**src/rtl/main_memory_controller_pkg.sv**
```systemverilog
// Shared configuration for the main memory backing store: geometry, latency and FSM encoding.
package main_memory_config;

    parameter int MAIN_MEMORY_ADDRESS_WIDTH = 32;
    parameter int MAIN_MEMORY_DATA_WIDTH    = 128;
    parameter int MAIN_MEMORY_NUM_BLOCKS    = 8;
    parameter int MAIN_MEMORY_BLOCK_SIZE    = 4;
    parameter int MAIN_MEMORY_LATENCY       = 4;

    parameter int MAIN_MEMORY_INDEX_LSB   = $clog2(MAIN_MEMORY_BLOCK_SIZE);
    parameter int MAIN_MEMORY_INDEX_WIDTH = $clog2(MAIN_MEMORY_NUM_BLOCKS);

    typedef enum logic [1:0] {
        MM_IDLE = 2'd0,
        MM_BUSY = 2'd1,
        MM_RESP = 2'd2
    } mm_state_t;

endpackage

```
**src/rtl/main_memory_array.sv**
```systemverilog
// Block storage for main memory: synchronous write, registered read, cleared by synchronous reset.
module main_memory_array #(
    parameter int DATA_W     = 128,
    parameter int NUM_BLOCKS = 8,
    parameter int IDX_W      = 3
) (
    input  logic              clk,
    input  logic              rst,
    input  logic              i_we,
    input  logic              i_re,
    input  logic              i_rzero,
    input  logic [IDX_W-1:0]  i_idx,
    input  logic [DATA_W-1:0] i_wdata,
    output logic [DATA_W-1:0] o_rdata
);

    logic [DATA_W-1:0] r_mem [NUM_BLOCKS];
    logic [DATA_W-1:0] r_rdata;

    // Storage and read register; an out-of-range read returns zero instead of the aliased block.
    always_ff @(posedge clk) begin
        if (rst) begin
            for (int i = 0; i < NUM_BLOCKS; i++) begin
                r_mem[i] <= '0;
            end
            r_rdata <= '0;
        end else begin
            if (i_we) begin
                r_mem[i_idx] <= i_wdata;
            end
            if (i_re) begin
                r_rdata <= i_rzero ? '0 : r_mem[i_idx];
            end
        end
    end

    assign o_rdata = r_rdata;

endmodule

```
**src/rtl/main_memory_controller.sv**
```systemverilog
// Main memory controller: round-robin arbitration over NUM_REQ requesters, fixed-latency
// access sequencing, range checking, and one-cycle ack with registered read data.
module main_memory_controller
    import main_memory_config::*;
#(
    parameter int NUM_REQ     = 2,
    parameter int MEM_LATENCY = MAIN_MEMORY_LATENCY,
    parameter int ADDR_W      = MAIN_MEMORY_ADDRESS_WIDTH,
    parameter int DATA_W      = MAIN_MEMORY_DATA_WIDTH,
    parameter int NUM_BLOCKS  = MAIN_MEMORY_NUM_BLOCKS,
    parameter int BLOCK_SIZE  = MAIN_MEMORY_BLOCK_SIZE
) (
    input  logic                      clk,
    input  logic                      rst,
    input  logic [NUM_REQ-1:0]        req,
    input  logic [NUM_REQ-1:0]        we,
    input  logic [NUM_REQ*ADDR_W-1:0] addr,
    input  logic [NUM_REQ*DATA_W-1:0] wdata,
    output logic [NUM_REQ-1:0]        ack,
    output logic [DATA_W-1:0]         rdata,
    output logic                      err,
    output logic                      busy
);

    localparam int IDX_LSB = $clog2(BLOCK_SIZE);
    localparam int IDX_W   = $clog2(NUM_BLOCKS);
    localparam int PTR_W   = $clog2(NUM_REQ);
    localparam int CNT_W   = (MEM_LATENCY > 1) ? $clog2(MEM_LATENCY) : 1;

    mm_state_t          r_state;
    mm_state_t          w_next_state;
    logic [CNT_W-1:0]   r_cnt;
    logic [PTR_W-1:0]   r_prio;
    logic [PTR_W-1:0]   r_gnt;
    logic               r_we;
    logic [ADDR_W-1:0]  r_addr;
    logic [DATA_W-1:0]  r_wdata;

    logic [PTR_W-1:0]   w_sel;
    logic               w_found;
    logic               w_access;
    logic [PTR_W-1:0]   w_next_prio;
    logic [ADDR_W-1:0]  w_addr_hi;
    logic               w_oor;
    logic [IDX_W-1:0]   w_idx;
    logic [NUM_REQ-1:0] w_gnt_onehot;
    logic               w_unused_offset;

    function automatic logic [PTR_W-1:0] rr_index(input logic [PTR_W-1:0] base, input int off);
        int s;
        s = int'(base) + off;
        if (s >= NUM_REQ) begin
            s = s - NUM_REQ;
        end else begin
            s = s;
        end
        return PTR_W'(s);
    endfunction

    // Round-robin pick: first requester at or after the priority pointer, wrapping.
    always_comb begin
        w_sel   = r_prio;
        w_found = 1'b0;
        for (int k = 0; k < NUM_REQ; k++) begin
            if (!w_found && req[rr_index(r_prio, k)]) begin
                w_sel   = rr_index(r_prio, k);
                w_found = 1'b1;
            end else begin
                w_found = w_found;
            end
        end
    end

    // FSM state register.
    always_ff @(posedge clk) begin
        if (rst) begin
            r_state <= MM_IDLE;
        end else begin
            r_state <= w_next_state;
        end
    end

    // FSM next-state and array strobe decode.
    always_comb begin
        w_next_state = r_state;
        w_access     = 1'b0;
        case (r_state)
            MM_IDLE: begin
                if (w_found) begin
                    w_next_state = MM_BUSY;
                end else begin
                    w_next_state = MM_IDLE;
                end
            end
            MM_BUSY: begin
                if (r_cnt == '0) begin
                    w_access     = 1'b1;
                    w_next_state = MM_RESP;
                end else begin
                    w_next_state = MM_BUSY;
                end
            end
            MM_RESP: begin
                w_next_state = MM_IDLE;
            end
            default: begin
                w_next_state = MM_IDLE;
            end
        endcase
    end

    assign w_next_prio = (r_gnt == PTR_W'(NUM_REQ - 1)) ? '0 : r_gnt + PTR_W'(1);

    // Grant latches, latency counter and priority pointer.
    always_ff @(posedge clk) begin
        if (rst) begin
            r_cnt   <= '0;
            r_prio  <= '0;
            r_gnt   <= '0;
            r_we    <= 1'b0;
            r_addr  <= '0;
            r_wdata <= '0;
        end else begin
            case (r_state)
                MM_IDLE: begin
                    if (w_found) begin
                        r_gnt   <= w_sel;
                        r_we    <= we[w_sel];
                        r_addr  <= addr[int'(w_sel)*ADDR_W +: ADDR_W];
                        r_wdata <= wdata[int'(w_sel)*DATA_W +: DATA_W];
                        r_cnt   <= CNT_W'(MEM_LATENCY - 1);
                    end
                end
                MM_BUSY: begin
                    if (r_cnt != '0) begin
                        r_cnt <= r_cnt - CNT_W'(1);
                    end
                end
                MM_RESP: begin
                    r_prio <= w_next_prio;
                end
                default: begin
                    r_cnt <= '0;
                end
            endcase
        end
    end

    // Any address bit above the index field means the access misses the array.
    assign w_addr_hi       = r_addr >> (IDX_LSB + IDX_W);
    assign w_oor           = |w_addr_hi;
    assign w_idx           = r_addr[IDX_LSB +: IDX_W];
    assign w_unused_offset = ^r_addr[IDX_LSB-1:0];

    main_memory_array #(
        .DATA_W     (DATA_W),
        .NUM_BLOCKS (NUM_BLOCKS),
        .IDX_W      (IDX_W)
    ) u_array (
        .clk     (clk),
        .rst     (rst),
        .i_we    (w_access && r_we && !w_oor),
        .i_re    (w_access && !r_we),
        .i_rzero (w_oor),
        .i_idx   (w_idx),
        .i_wdata (r_wdata),
        .o_rdata (rdata)
    );

    assign w_gnt_onehot = {{(NUM_REQ-1){1'b0}}, 1'b1} << r_gnt;
    assign ack          = (r_state == MM_RESP) ? w_gnt_onehot : '0;
    assign err          = (r_state == MM_RESP) && w_oor;
    assign busy         = (r_state != MM_IDLE);

endmodule

```
**config.mk**
```make
export PLATFORM = sky130hd
export DESIGN_NAME = main_memory_controller
export DESIGN_NICKNAME = d
export VERILOG_FILES = /design/src/rtl/main_memory_controller_pkg.sv /design/src/rtl/main_memory_array.sv /design/src/rtl/main_memory_controller.sv
export SDC_FILE = /design/constraint.sdc
export NUM_CORES = 2
export LEC_CHECK = 0
export ABC_AREA = 1
export BUFFER_PORTS_ARGS = -buffer_cell sky130_fd_sc_hd__buf_2
export CAP_MARGIN = 40
export CORE_MARGIN = 2
export CORE_UTILIZATION = 40
export CTS_CLUSTER_DIAMETER = 200
export CTS_CLUSTER_SIZE = 10
export DETAILED_ROUTE_END_ITERATION = 16
export HOLD_SLACK_MARGIN = 0.15
export SKIP_LAST_GASP = 1
export SYNTH_ARGS = -nofsm -noshare
export SYNTH_HDL_FRONTEND = slang
export SYNTH_SLANG_ARGS = --single-unit
```
**constraint.sdc**
```tcl
create_clock -name clk -period 5.3 [get_ports clk]
set_input_delay 1.06 -clock clk [delete_from_list [all_inputs] [get_ports clk]]
set_output_delay 1.06 -clock clk [all_outputs]
set_load 0.05 [all_outputs]
```
==> key figures <==
Worst hold path
  – Hold Crit Class: reg2reg

Job
  – Max cap viols: 0

Setup path
  – CP Cell Sequence: nor2_1 > nand2_1 > nor2_1 > nand2_1 > nor2_4 > buf_4 > nor2_1 > buf_2
  – Crit-path max FO: 20
  – Crit. End Element: output pin
  – Startpoint types: flip-flop
  – Critical path class: reg2out
  – Slowest stage delay, CP: 620 ps
  – Crit path required time: 4240 ps
  – Crit path arrival time: 2920 ps
  – Most common cell on crit path: nor2_1
  – CP max stage cell: nor2_4

Logic synthesis
  – Proportion of synthesized area in mux cells: 0%
  – Post-synthesis simple-gate area fraction: 27.0%
  – Top_reg_cell synth: edfxtp_1
  – Top post-synthesis cells by area: edfxtp_1, nand2_1, dfxtp_1
  – Synth area leader: edfxtp_1
  – Library cells used by synthesis: 18
  – Syn_nets: ~6500
  – Mapped Area: 57100 µm²
  – Syn avg cell area: 9.31 µm²
  – Largest family of logic cells by synthesized area: simple AND/OR/NAND/NOR gates
  – Post-synthesis xor/xnor area fraction: 0%
  – Adder-cell share of the synthesized area: 0.0219%
  – Post-synthesis cell count: 6134
  – #FFs+latches synth: around 1300
  – EDFF count, synth: approximately 1000
  – Synth top area share: a little over half
  – Sequential element share of the synthesized area: 64.3%
  – Synthesis warning total: 0
  – Complex-gate fraction of the synthesized area: between 3 and 4%
  – Async S/R FF share, synth: 0%

Placed design
  – Placer Congestion: approximately 0.76
  – Port Buffers: between 400 and 500
  – Dpl hpwl: 89.0 mm

Cells and area
  – Syn-to-layout area delta: 14.7%
  – Fraction of layout cells with a size suffix above 1: 11.1%
  – Antenna diodes: 0
  – Nets: 6686

Timing
  – # setup viols final: 0
  – Worst hold margin: 460 ps
  – Worst slew pin tran: 1270 ps
  – Slew Limit Fails: 0
  – Rel. slew slack: ~15%
  – Final hold vios: 0
  – RSZ-0062 raised after global routing: false
  – Post-layout min period: around 4000 ps
  – Fin Clk Skew: 38.2 ps
  – Crit share post-route: 75.0%
  – Max Clk Rate: approximately 250 MHz
  – Total Neg Setup Slack: 0 ps

Routing
  – Via count: 43800
  – Vias per Instance: 5.24
  – WL final: roughly 170 mm
  – Router iterations before antenna repair: 5
  – Routed WL per cell: 20.7 µm
  – Remaining antenna violation count after routing: 0
  – # DRC: 0
  – 1st-iter DRT viols: just under 4000

Clock network
  – Post-cts sizing count: 0
  – Clk Tree Root Cell: clkbuf_16
  – Setup bufs post-CTS: 0
  – Max clock buf depth: 3
  – Clock Latency Late Sink: 800 ps
  – Hold Buf Count CTS: 0
  – Cts bufs inserted: about 150
  – CTS sink cnt: 1320
  – CTS tree: done
  – H-Tree Depth: 4
  – Clk slew on worst S/H paths: 50 ps

Global route
  – Remaining Overflow, GRT: 0
  – Maximum number of pins on one net before global-route repair: 214
  – Initial antenna violation count: 0
  – Vias in the first global route: 41900
  – GR Util All Layers: 23.3%
  – First-pass GRT wire length: around 260 mm

Floorplan
  – Io pins: around 460
  – Die W: approximately 380 µm
  – Rows: around 140
  – Die ar.: about 150000 µm²
  – Core box area: 142000 µm²
  – Die Y: 382 µm
  – Starting Density: 40.3%

Run status
  – Status: complete, no violations

Pwr
  – Worst vdd ir: 0.266 mV
  – Pwr dens: 375 nW/µm²
  – Lkg Pwr: 0.0260 µW
-- power by group --
group | internal, µW | switching (µW)
clock network | 5360 | 4110
logic | 852 | 2350
registers | 11600 | 312
total | 17800 | 6770
-- state kept, by name, indices dropped and copies added (netlist names), named ones only --
register	count
r_we	1
r_cnt	2
u_array.r_mem	1024
r_addr	30
r_gnt	1
u_array.o_rdata	128
r_state	2
r_prio	1
r_wdata	128
-- cells in the mapped netlist (all sizes together) (8+ instances only) --
library cell and number:
o21ai 8, clkbuf 259, edfxtp 1024, buf 196, nand4 8, dfxtp 296, o211ai 159, nand2 1624
nor2 1052, a21oi 132, inv 318, nand3 1055
-- path summary, 6_finish.rpt --
path | slack [ps] | start | depth (start not counted) | to
min | 460 | u_array.o_rdata[61] | 2 | u_array.o_rdata[61]
max | 1320 | r_addr[17] | 8 | err
min reg2reg | 460 | u_array.o_rdata[61] | 2 | u_array.o_rdata[61]
max reg2reg | 1730 | r_addr[17] | 8 | u_array.r_mem[4][87]
-- area by class of cell --
class	count	area (µm²)
tap	1890	2360
inverter	319	1230
timing repair buffer	529	3420
fill	13400	76100
sequential	1320	36700
clock inverter	12	206
clock buffer	247	4160
multi-input combinational	4040	17400
-- kinds of logic (layout without fill, tap and decap cells) --
family / after synthesis / after routing
compound gates: 299 / 299
fa+ha+maj: 1 / 1
buf+inv: 774 / 1107
flops: 1320 / 1320
simple gates: 3740 / 3740
-- layout by cell type (no fill, tap or decap) --
cell type  synthesis  routed
inv_4              0       2
dfxtp_4            0       3
nand2_1         1624    1616
clkinv_8           0       2
o21ai_0            7       7
clkinv_16          0       3
nor2_4             0       2
buf_2            159     452
nor3_4             1       1
edfxtp_1        1024    1024
nand4_1            8       8
buf_4              0      36
inv_1            315     312
o211ai_1         159     159
a21oi_1          132     132
clkbuf_1         259      95
nor2_1          1052    1050
inv_8              0       3
nand3_1         1055    1055
buf_6              0       1
inv_16             0       2
inv_6              0       7
o21ai_4            0       1
buf_12             0      30
nand2_8            0       1
buf_16             0      10
clkbuf_16          0     152
dfxtp_1          296     293
nand2_4            0       7
ha_1               1       1
-- through the flow --
stage / util [%] / setup WS, ps / cells / cell area (µm²) / power [µW]
after floorplan: - / 43.3 / 6134 / 57100 / 14100
after global placement: 42.9 / 1560 / 8087 / 60800 / 15200
after detailed placement: 43.2 / 1690 / 8098 / 61100 / 15300
after CTS: 46.2 / 1230 / 8357 / 65500 / 24700
after global routing: 46.2 / 1150 / 8357 / 65500 / 25500
final: 46.2 / 1320 / 8357 / 65500 / 24600
-- worst max-delay path: cells and delay by family, from the launching register on --
family	cells	cell delay, ps
buffers and inverters	2	550
flip-flops	1	310
AND/OR/NAND/NOR	6	1240
-- per-layer routing --
metal | routed length [µm] | vias to the layer above | global-route usage (%)
met5 | 0 | - | 0
met4 | 4870 | 0 | 7.74
met3 | 11600 | 251 | 3.49
met2 | 84900 | 1507 | 39.5
met1 | 71300 | 21100 | 30.4
li1 | - | 20900 | -
Note: power is estimated with default switching activity, not from simulation.
